<file path="config.mk">
export PLATFORM = sky130hd
export DESIGN_NAME = lsu_store_queue
export DESIGN_NICKNAME = d
export VERILOG_FILES = /design/src/rtl/lsu_pkg.sv /design/src/rtl/lsu_store_queue_sq_fifo.sv /design/src/rtl/lsu_store_queue.sv
export SDC_FILE = /design/constraint.sdc
export NUM_CORES = 1
export LEC_CHECK = 0
export BUFFER_PORTS_ARGS = -buffer_cell sky130_fd_sc_hd__buf_2
export CORE_MARGIN = 10
export CORE_UTILIZATION = 27
export DETAILED_ROUTE_END_ITERATION = 16
export PLACE_DENSITY = 0.56
export SYNTH_ARGS = -nofsm -noshare
export SYNTH_HDL_FRONTEND = slang
export SYNTH_SLANG_ARGS = --single-unit
export TNS_END_PERCENT = 10
</file>
<file path="constraint.sdc">
create_clock -name clk -period 3.6 [get_ports clk]
set_input_delay 0.72 -clock clk [delete_from_list [all_inputs] [get_ports clk]]
set_output_delay 0.72 -clock clk [all_outputs]
set_load 0.05 [all_outputs]
</file>
<file path="src/rtl/lsu_pkg.sv">
// lsu_pkg: shared definitions for the LSU store queue.
//   SZ_BYTE/SZ_HALF/SZ_WORD  request size codes
//   drain_e                  drain state encoding (D_IDLE/D_READ/D_WRITE)
//   sq_entry_t               queued store: word address, byte mask, lane-aligned data, pc4
//   lane_of/size_mask/lane_shift/mask_bits  helpers for building and merging entries
package lsu_pkg;

  localparam logic [1:0] SZ_BYTE = 2'd0;
  localparam logic [1:0] SZ_HALF = 2'd1;
  localparam logic [1:0] SZ_WORD = 2'd2;

  typedef enum logic [1:0] {
    D_IDLE  = 2'd0,
    D_READ  = 2'd1,
    D_WRITE = 2'd2
  } drain_e;

  typedef struct packed {
    logic [29:0] waddr;
    logic [3:0]  mask;
    logic [31:0] data;
    logic [31:0] pc4;
  } sq_entry_t;

  // Misaligned halves/words are truncated to their natural boundary.
  function automatic logic [1:0] lane_of(input logic [1:0] size, input logic [1:0] a);
    case (size)
      SZ_BYTE: lane_of = a;
      SZ_HALF: lane_of = {a[1], 1'b0};
      default: lane_of = 2'b00;
    endcase
  endfunction

  function automatic logic [3:0] size_mask(input logic [1:0] size, input logic [1:0] a);
    case (size)
      SZ_BYTE: size_mask = 4'b0001 << a;
      SZ_HALF: size_mask = 4'b0011 << {a[1], 1'b0};
      default: size_mask = 4'hF;
    endcase
  endfunction

  function automatic logic [31:0] lane_shift(input logic [31:0] data, input logic [1:0] lane);
    lane_shift = data << {lane, 3'b000};
  endfunction

  function automatic logic [31:0] mask_bits(input logic [3:0] m);
    mask_bits = {{8{m[3]}}, {8{m[2]}}, {8{m[1]}}, {8{m[0]}}};
  endfunction

endpackage

</file>
<file path="src/rtl/lsu_store_queue_sq_fifo.sv">
// sq_fifo: DEPTH-entry store FIFO.
//   push/push_entry  enqueue (ignored when full)
//   pop              dequeue head (ignored when empty)
//   full/empty/head  status and oldest entry
//   match_waddr      word address compared against every valid entry -> match_vec
module sq_fifo
  import lsu_pkg::*;
#(
  parameter int DEPTH = 4
) (
  input  logic             clk,
  input  logic             reset,
  input  logic             push,
  input  sq_entry_t        push_entry,
  input  logic             pop,
  output logic             full,
  output logic             empty,
  output sq_entry_t        head,
  input  logic [29:0]      match_waddr,
  output logic [DEPTH-1:0] match_vec
);

  localparam int PTR_W = $clog2(DEPTH);
  localparam int CNT_W = PTR_W + 1;

  sq_entry_t        mem_q [DEPTH];
  sq_entry_t        mem_d [DEPTH];
  logic [DEPTH-1:0] valid_q, valid_d;
  logic [PTR_W-1:0] wr_ptr_q, wr_ptr_d, rd_ptr_q, rd_ptr_d;
  logic [CNT_W-1:0] count_q, count_d;
  logic             do_push, do_pop;

  always_comb begin
    full    = (count_q == CNT_W'(DEPTH));
    empty   = (count_q == '0);
    head    = mem_q[rd_ptr_q];
    do_push = push && !full;
    do_pop  = pop && !empty;

    mem_d    = mem_q;
    valid_d  = valid_q;
    wr_ptr_d = wr_ptr_q;
    rd_ptr_d = rd_ptr_q;
    count_d  = count_q;

    if (do_push) begin
      mem_d[wr_ptr_q]   = push_entry;
      valid_d[wr_ptr_q] = 1'b1;
      wr_ptr_d          = wr_ptr_q + 1'b1;
    end
    if (do_pop) begin
      valid_d[rd_ptr_q] = 1'b0;
      rd_ptr_d          = rd_ptr_q + 1'b1;
    end
    case ({do_push, do_pop})
      2'b10:   count_d = count_q + 1'b1;
      2'b01:   count_d = count_q - 1'b1;
      default: count_d = count_q;
    endcase

    for (int i = 0; i < DEPTH; i++) begin
      match_vec[i] = valid_q[i] && (mem_q[i].waddr == match_waddr);
    end
  end

  always_ff @(posedge clk) begin
    if (!reset) begin
      valid_q  <= '0;
      wr_ptr_q <= '0;
      rd_ptr_q <= '0;
      count_q  <= '0;
    end else begin
      valid_q  <= valid_d;
      wr_ptr_q <= wr_ptr_d;
      rd_ptr_q <= rd_ptr_d;
      count_q  <= count_d;
    end
  end

  // Payload needs no reset: valid_q qualifies every entry.
  always_ff @(posedge clk) begin
    mem_q <= mem_d;
  end

endmodule

</file>
<file path="src/rtl/lsu_store_queue.sv">
// lsu_store_queue: MEM-stage initiator for a word-only data memory port.
//   req_*        pipeline memory op (store/load, size, sign, address, data, pc4)
//   stall        op not taken this cycle
//   ld_data      extended load result (combinational, valid when a load is taken)
//   align_err    misaligned half/word, only when LSU_ALIGN_CHECK_EN is defined
//   dm_*         word-wide memory port; dm_rd is combinational read data
// Build option: LSU_ALIGN_CHECK_EN rejects misaligned ops instead of truncating.
//
// Drain states:
//   state   | meaning
//   D_IDLE  | head is full word: write and pop; sub-word: go read it
//   D_READ  | read head word, latch merged data (aborted by a taken load)
//   D_WRITE | write merged word, pop; owns the port unconditionally
module lsu_store_queue
  import lsu_pkg::*;
#(
  parameter int DEPTH = 4
) (
  input  logic        clk,
  input  logic        reset,
  input  logic        req_valid,
  input  logic        req_we,
  input  logic [1:0]  req_size,
  input  logic        req_sign,
  input  logic [31:0] req_addr,
  input  logic [31:0] req_wdata,
  input  logic [31:0] req_pc4,
  output logic        stall,
  output logic [31:0] ld_data,
  output logic        align_err,
  output logic [31:0] dm_addr,
  output logic [31:0] dm_wdata,
  output logic        dm_wren,
  output logic [31:0] dm_pc4,
  input  logic [31:0] dm_rd
);

  drain_e           state_q, state_d;
  logic [31:0]      merge_q, merge_d;
  sq_entry_t        push_entry, head;
  logic             push, pop, full, empty;
  logic [DEPTH-1:0] match_vec;
  logic             misal, is_load, is_store, load_stall, load_taken, wren_c;
  logic [31:0]      rd_sh, head_m;

  sq_fifo #(.DEPTH(DEPTH)) u_fifo (
    .clk         (clk),
    .reset       (reset),
    .push        (push),
    .push_entry  (push_entry),
    .pop         (pop),
    .full        (full),
    .empty       (empty),
    .head        (head),
    .match_waddr (req_addr[31:2]),
    .match_vec   (match_vec)
  );

  always_comb begin
`ifdef LSU_ALIGN_CHECK_EN
    misal = req_valid && (((req_size == SZ_HALF) && req_addr[0]) ||
                          ((req_size == SZ_WORD) && (req_addr[1:0] != 2'b00)));
`else
    misal = 1'b0;
`endif
    is_load    = req_valid && !req_we && !misal;
    is_store   = req_valid && req_we && !misal;
    load_stall = is_load && ((|match_vec) || (state_q == D_WRITE));
    load_taken = is_load && !load_stall;
    push       = is_store && !full;

    push_entry.waddr = req_addr[31:2];
    push_entry.mask  = size_mask(req_size, req_addr[1:0]);
    push_entry.data  = lane_shift(req_wdata, lane_of(req_size, req_addr[1:0]));
    push_entry.pc4   = req_pc4;

    head_m   = mask_bits(head.mask);
    pop      = 1'b0;
    wren_c   = 1'b0;
    state_d  = state_q;
    merge_d  = merge_q;
    dm_addr  = {head.waddr, 2'b00};
    dm_wdata = head.data;
    dm_pc4   = head.pc4;

    if (state_q == D_WRITE) begin
      wren_c   = 1'b1;
      dm_wdata = merge_q;
      pop      = 1'b1;
      state_d  = D_IDLE;
    end else if (load_taken) begin
      // Load steals the port; a pending read is abandoned and redone later.
      dm_addr = req_addr;
      dm_pc4  = req_pc4;
      state_d = D_IDLE;
    end else if (state_q == D_READ) begin
      merge_d = (dm_rd & ~head_m) | (head.data & head_m);
      state_d = D_WRITE;
    end else if (!empty) begin
      if (head.mask == 4'hF) begin
        wren_c = 1'b1;
        pop    = 1'b1;
      end else begin
        state_d = D_READ;
      end
    end

    rd_sh   = dm_rd;
    ld_data = dm_rd;
    case (req_size)
      SZ_BYTE: begin
        rd_sh   = dm_rd >> {req_addr[1:0], 3'b000};
        ld_data = {{24{req_sign & rd_sh[7]}}, rd_sh[7:0]};
      end
      SZ_HALF: begin
        rd_sh   = dm_rd >> {req_addr[1], 4'b0000};
        ld_data = {{16{req_sign & rd_sh[15]}}, rd_sh[15:0]};
      end
      default: ld_data = dm_rd;
    endcase

    // Reset masks the handshake/strobe outputs in the same cycle.
    stall     = (load_stall || (is_store && full)) && reset;
    dm_wren   = wren_c && reset;
    align_err = misal && reset;
  end

  always_ff @(posedge clk) begin
    if (!reset) begin
      state_q <= D_IDLE;
      merge_q <= '0;
    end else begin
      state_q <= state_d;
      merge_q <= merge_d;
    end
  end

endmodule

</file>
==> flow_summary.json <==
{
  "yosysWarnings": 0,
  "finClkSkew_ns": 0.0450,
  "min_from": "req_pc4[26]",
  "layout_setup_ws_ns": -0.0724,
  "antenna_found_initial": 6,
  "ys_ff_latch": 437,
  "rrSetupSlack_ns": 0.47,
  "die_area_sq_um": 85700,
  "io_pins": 266,
  "coreArea_sq_um": 73300,
  "antenna_left": 0,
  "maxCapViolCount": 0,
  "status": "finished, violations left",
  "path_max_fanout": 15,
  "setup_viol": 49,
  "die_w_um": 293,
  "pre_cts_ws_ns": -0.238,
  "grt_start_max_net_pins": 90,
  "cts_tree": "built",
  "root_buffer": "clkbuf_16",
  "worstPathRequired_ns": 2.88,
  "endpoint_kind": "primary output",
  "fmax_ghz": 0.272,
  "holdBufCountCts": 0,
  "synthCells": 1222,
  "via_per_inst": 4.83,
  "seq_area_frac_synth_pct": 63.1,
  "area_delta_synth_final_pct": 27.0,
  "hold_path_class": "primary input to flip-flop",
  "grt_overflow": 0,
  "globalplace.congestion": 0.889,
  "maxSlewViolCount": 0,
  "nNetsFinal": 1670,
  "r2r_end": "u_fifo.count_q[2]$_SDFFE_PN0P_",
  "clkTransAtPathRegs_ns": 0.06,
  "drt_first_pass_iters": 4,
  "drt_iter0_markers": 986,
  "powerDensity_nw_per_um2": 500,
  "period_needed_ns": 3.67,
  "stdcell_area_sq_um": 25500,
  "cts.sinks": 437,
  "path_class": "flip-flop to primary output",
  "holdPathEnd": "u_fifo.mem_q[222]$_DFFE_PP_",
  "syn_area_sq_um": 20100,
  "fill_cells": 7005,
  "grt_pass1_wl_um": 88800,
  "wirelength_um": 61100,
  "reg2reg_from": "u_fifo.mem_q[177]$_DFFE_PP_",
  "syn-num-nets": 1369,
  "grt_use_total_pct": 13.7,
  "syn_avg_cell_area_sq_um": 16.4,
  "synth-edff-count": 392,
  "cts_made_buffers": 49,
  "yosysUniqueCellTypes": 48,
  "start_util_pct": 27.4,
  "worst_path_largest_cell_delay_ns": 0.40,
  "relSlewSlack_pct": 43.8,
  "vias": 12200,
  "port-buffer-count": 264,
  "ys_async_sr_fraction_pct": 0,
  "ctsLongestPathBuffers": 3,
  "r2r_cells": 13,
  "whs_ns": 0.332,
  "path_cells": "xnor2_1 > nand4_1 > nor4_2 > a22oi_2 > nand3_4 > buf_12 > buf_16 > mux2_1 > buf_6",
  "cp.arrival_ns": 2.95,
  "violations": "setup timing",
  "rows": 99,
  "grt_pass1_vias": 12900,
  "drive_above_1_share_pct": 41.3,
  "clk_latency_ns": 0.62,
  "ir_drop_v": 0.000342,
  "p_leak_nw": 8.93,
  "dp.final_hpwl_um": 41800,
  "period_share_pct": 102,
  "synth_ff_type": "edfxtp_1",
  "tightest_slew_ns": 0.835,
  "htreeDepth": 2,
  "critPathLaunch": "u_fifo.mem_q[177]$_DFFE_PP_",
  "drc": 0,
  "holdPathStages": 1,
  "hold_viol_final": 0,
  "rsz0062_at_grt": "true",
  "die_y_um": 293,
  "dpl_cell_area_sq_um": 22900,
  "startpoint_type": "flip-flop",
  "slowest_stage": "edfxtp_1",
  "wl_per_cell_um": 24.2,
  "setup_tns_ns": -1.29
}
==> power breakdown <==
part,internal [mW],total (mW),switching [mW],leakage (nW)
sequential,5.68,5.73,0.0484,3.93
clock,2.91,5.02,2.11,0.791
combinational,0.729,2.00,1.27,4.20
total,9.31,12.8,3.44,8.93
==> cell usage after synthesis (7+ instances only) <==
master    instances  area (sq um)
mux2_2           37           417
edfxtp_1        392         11800
nand3_1           7          35.0
o211ai_1          7          52.6
a21oi_1          17          85.1
nand4_1          29           181
nor4_1            8          50.1
xnor2_1         122          1070
a221o_1           7          70.1
ha_1             11           138
and2_1           16           100
o21ai_0          15          75.1
buf_6            12           135
o32ai_1          32           280
a21o_1           17           128
mux4_2           99          2230
inv_1            12          45.0
a211oi_1          9          67.6
dfxtp_1          45           901
and2_0            7          43.8
clkbuf_1         37           139
mux2i_1          66           661
nor2_1           26          97.6
mux2_1           58           653
nand2_1          57           214
buf_1             7          26.3
buf_2            44           220
==> worst max-delay path by stage <==
stage,endpoint,depth (start not counted)
final,dm_pc4[8],9
after global routing,dm_pc4[8],10
after CTS,dm_pc4[18],10
after detailed placement,dm_pc4[18],9
after global placement,dm_addr[13],10
after floorplan,dm_wren,9
==> final cells by class <==
type / instances / area [sq um] / area share [%]
Antenna cell: 1 / 2.50 / 0.00981
Clock buffer: 62 / 1320 / 5.16
Clock inverter: 28 / 313 / 1.23
Inverter: 13 / 48.8 / 0.191
Multi-Input combinational cell: 671 / 7260 / 28.5
Sequential cell: 437 / 12700 / 49.7
Tap cell: 959 / 1200 / 4.70
Timing Repair Buffer: 351 / 2690 / 10.5
==> cells by family after synthesis <==
kind of cell | synth area share (%)
multiplexers | 19.7
AO/OA/AOI/OAI | 4.14
XOR/XNOR | 5.36
adder cells (fa/ha/maj) | 0.785
other | 0.0187
buffers and inverters | 2.87
flip-flops | 63.1
AND/OR/NAND/NOR | 4.02
==> cells in the final DEF, fill, tap and decap left out, types with 50 or more instances in the layout <==
master / Yosys / layout
buf_2: 44 / 200
buf_4: 1 / 66
buf_6: 12 / 59
clkbuf_16: 0 / 51
edfxtp_1: 392 / 392
mux2_4: 0 / 50
mux2i_1: 66 / 66
mux4_2: 99 / 99
nand2_1: 57 / 57
xnor2_1: 122 / 108
==> flip-flops by register name, indices dropped and copies added (netlist names) <==
signal	count
u_fifo.count_q	3
state_q	2
merge_q	32
u_fifo.valid_q	4
u_fifo.rd_ptr_q	2
u_fifo.mem_q	392
u_fifo.wr_ptr_q	2
==> through the flow <==
stage | power, mW | util, % | cells
final | 12.8 | 34.8 | 2522
after CTS | 12.8 | 34.2 | 2519
after detailed placement | 7.65 | 31.3 | 2423
after floorplan | 7.02 | - | 1222
after global placement | 7.62 | 31.3 | 2423
after global routing | 13.2 | 34.8 | 2522
==> layer usage <==
layer	track usage, %	wire, um	up-vias
met2	22.8	29800	431
met3	3.23	4160	72
li1	-	-	5395
met5	0	36	-
met4	3.27	1110	6
met1	17.9	26000	6284
==> critical path, delay by kind of cell, from the launching register on <==
family                 cells  cell delay [ns]
AO/OA/AOI/OAI              1             0.12
buffers and inverters      3             0.48
multiplexers               1             0.35
XOR/XNOR                   1             0.21
flip-flops                 1             0.40
AND/OR/NAND/NOR            3             0.79
==> what timing repair did <==
action | in CTS | in global routing
gates resized for setup | 126 | 92
setup buffers | 5 | 1
pin swaps | 5 | 3
setup endpoints to repair | 72 | 91
cloned | 1 | 2
(Power assumes the default switching activity.)
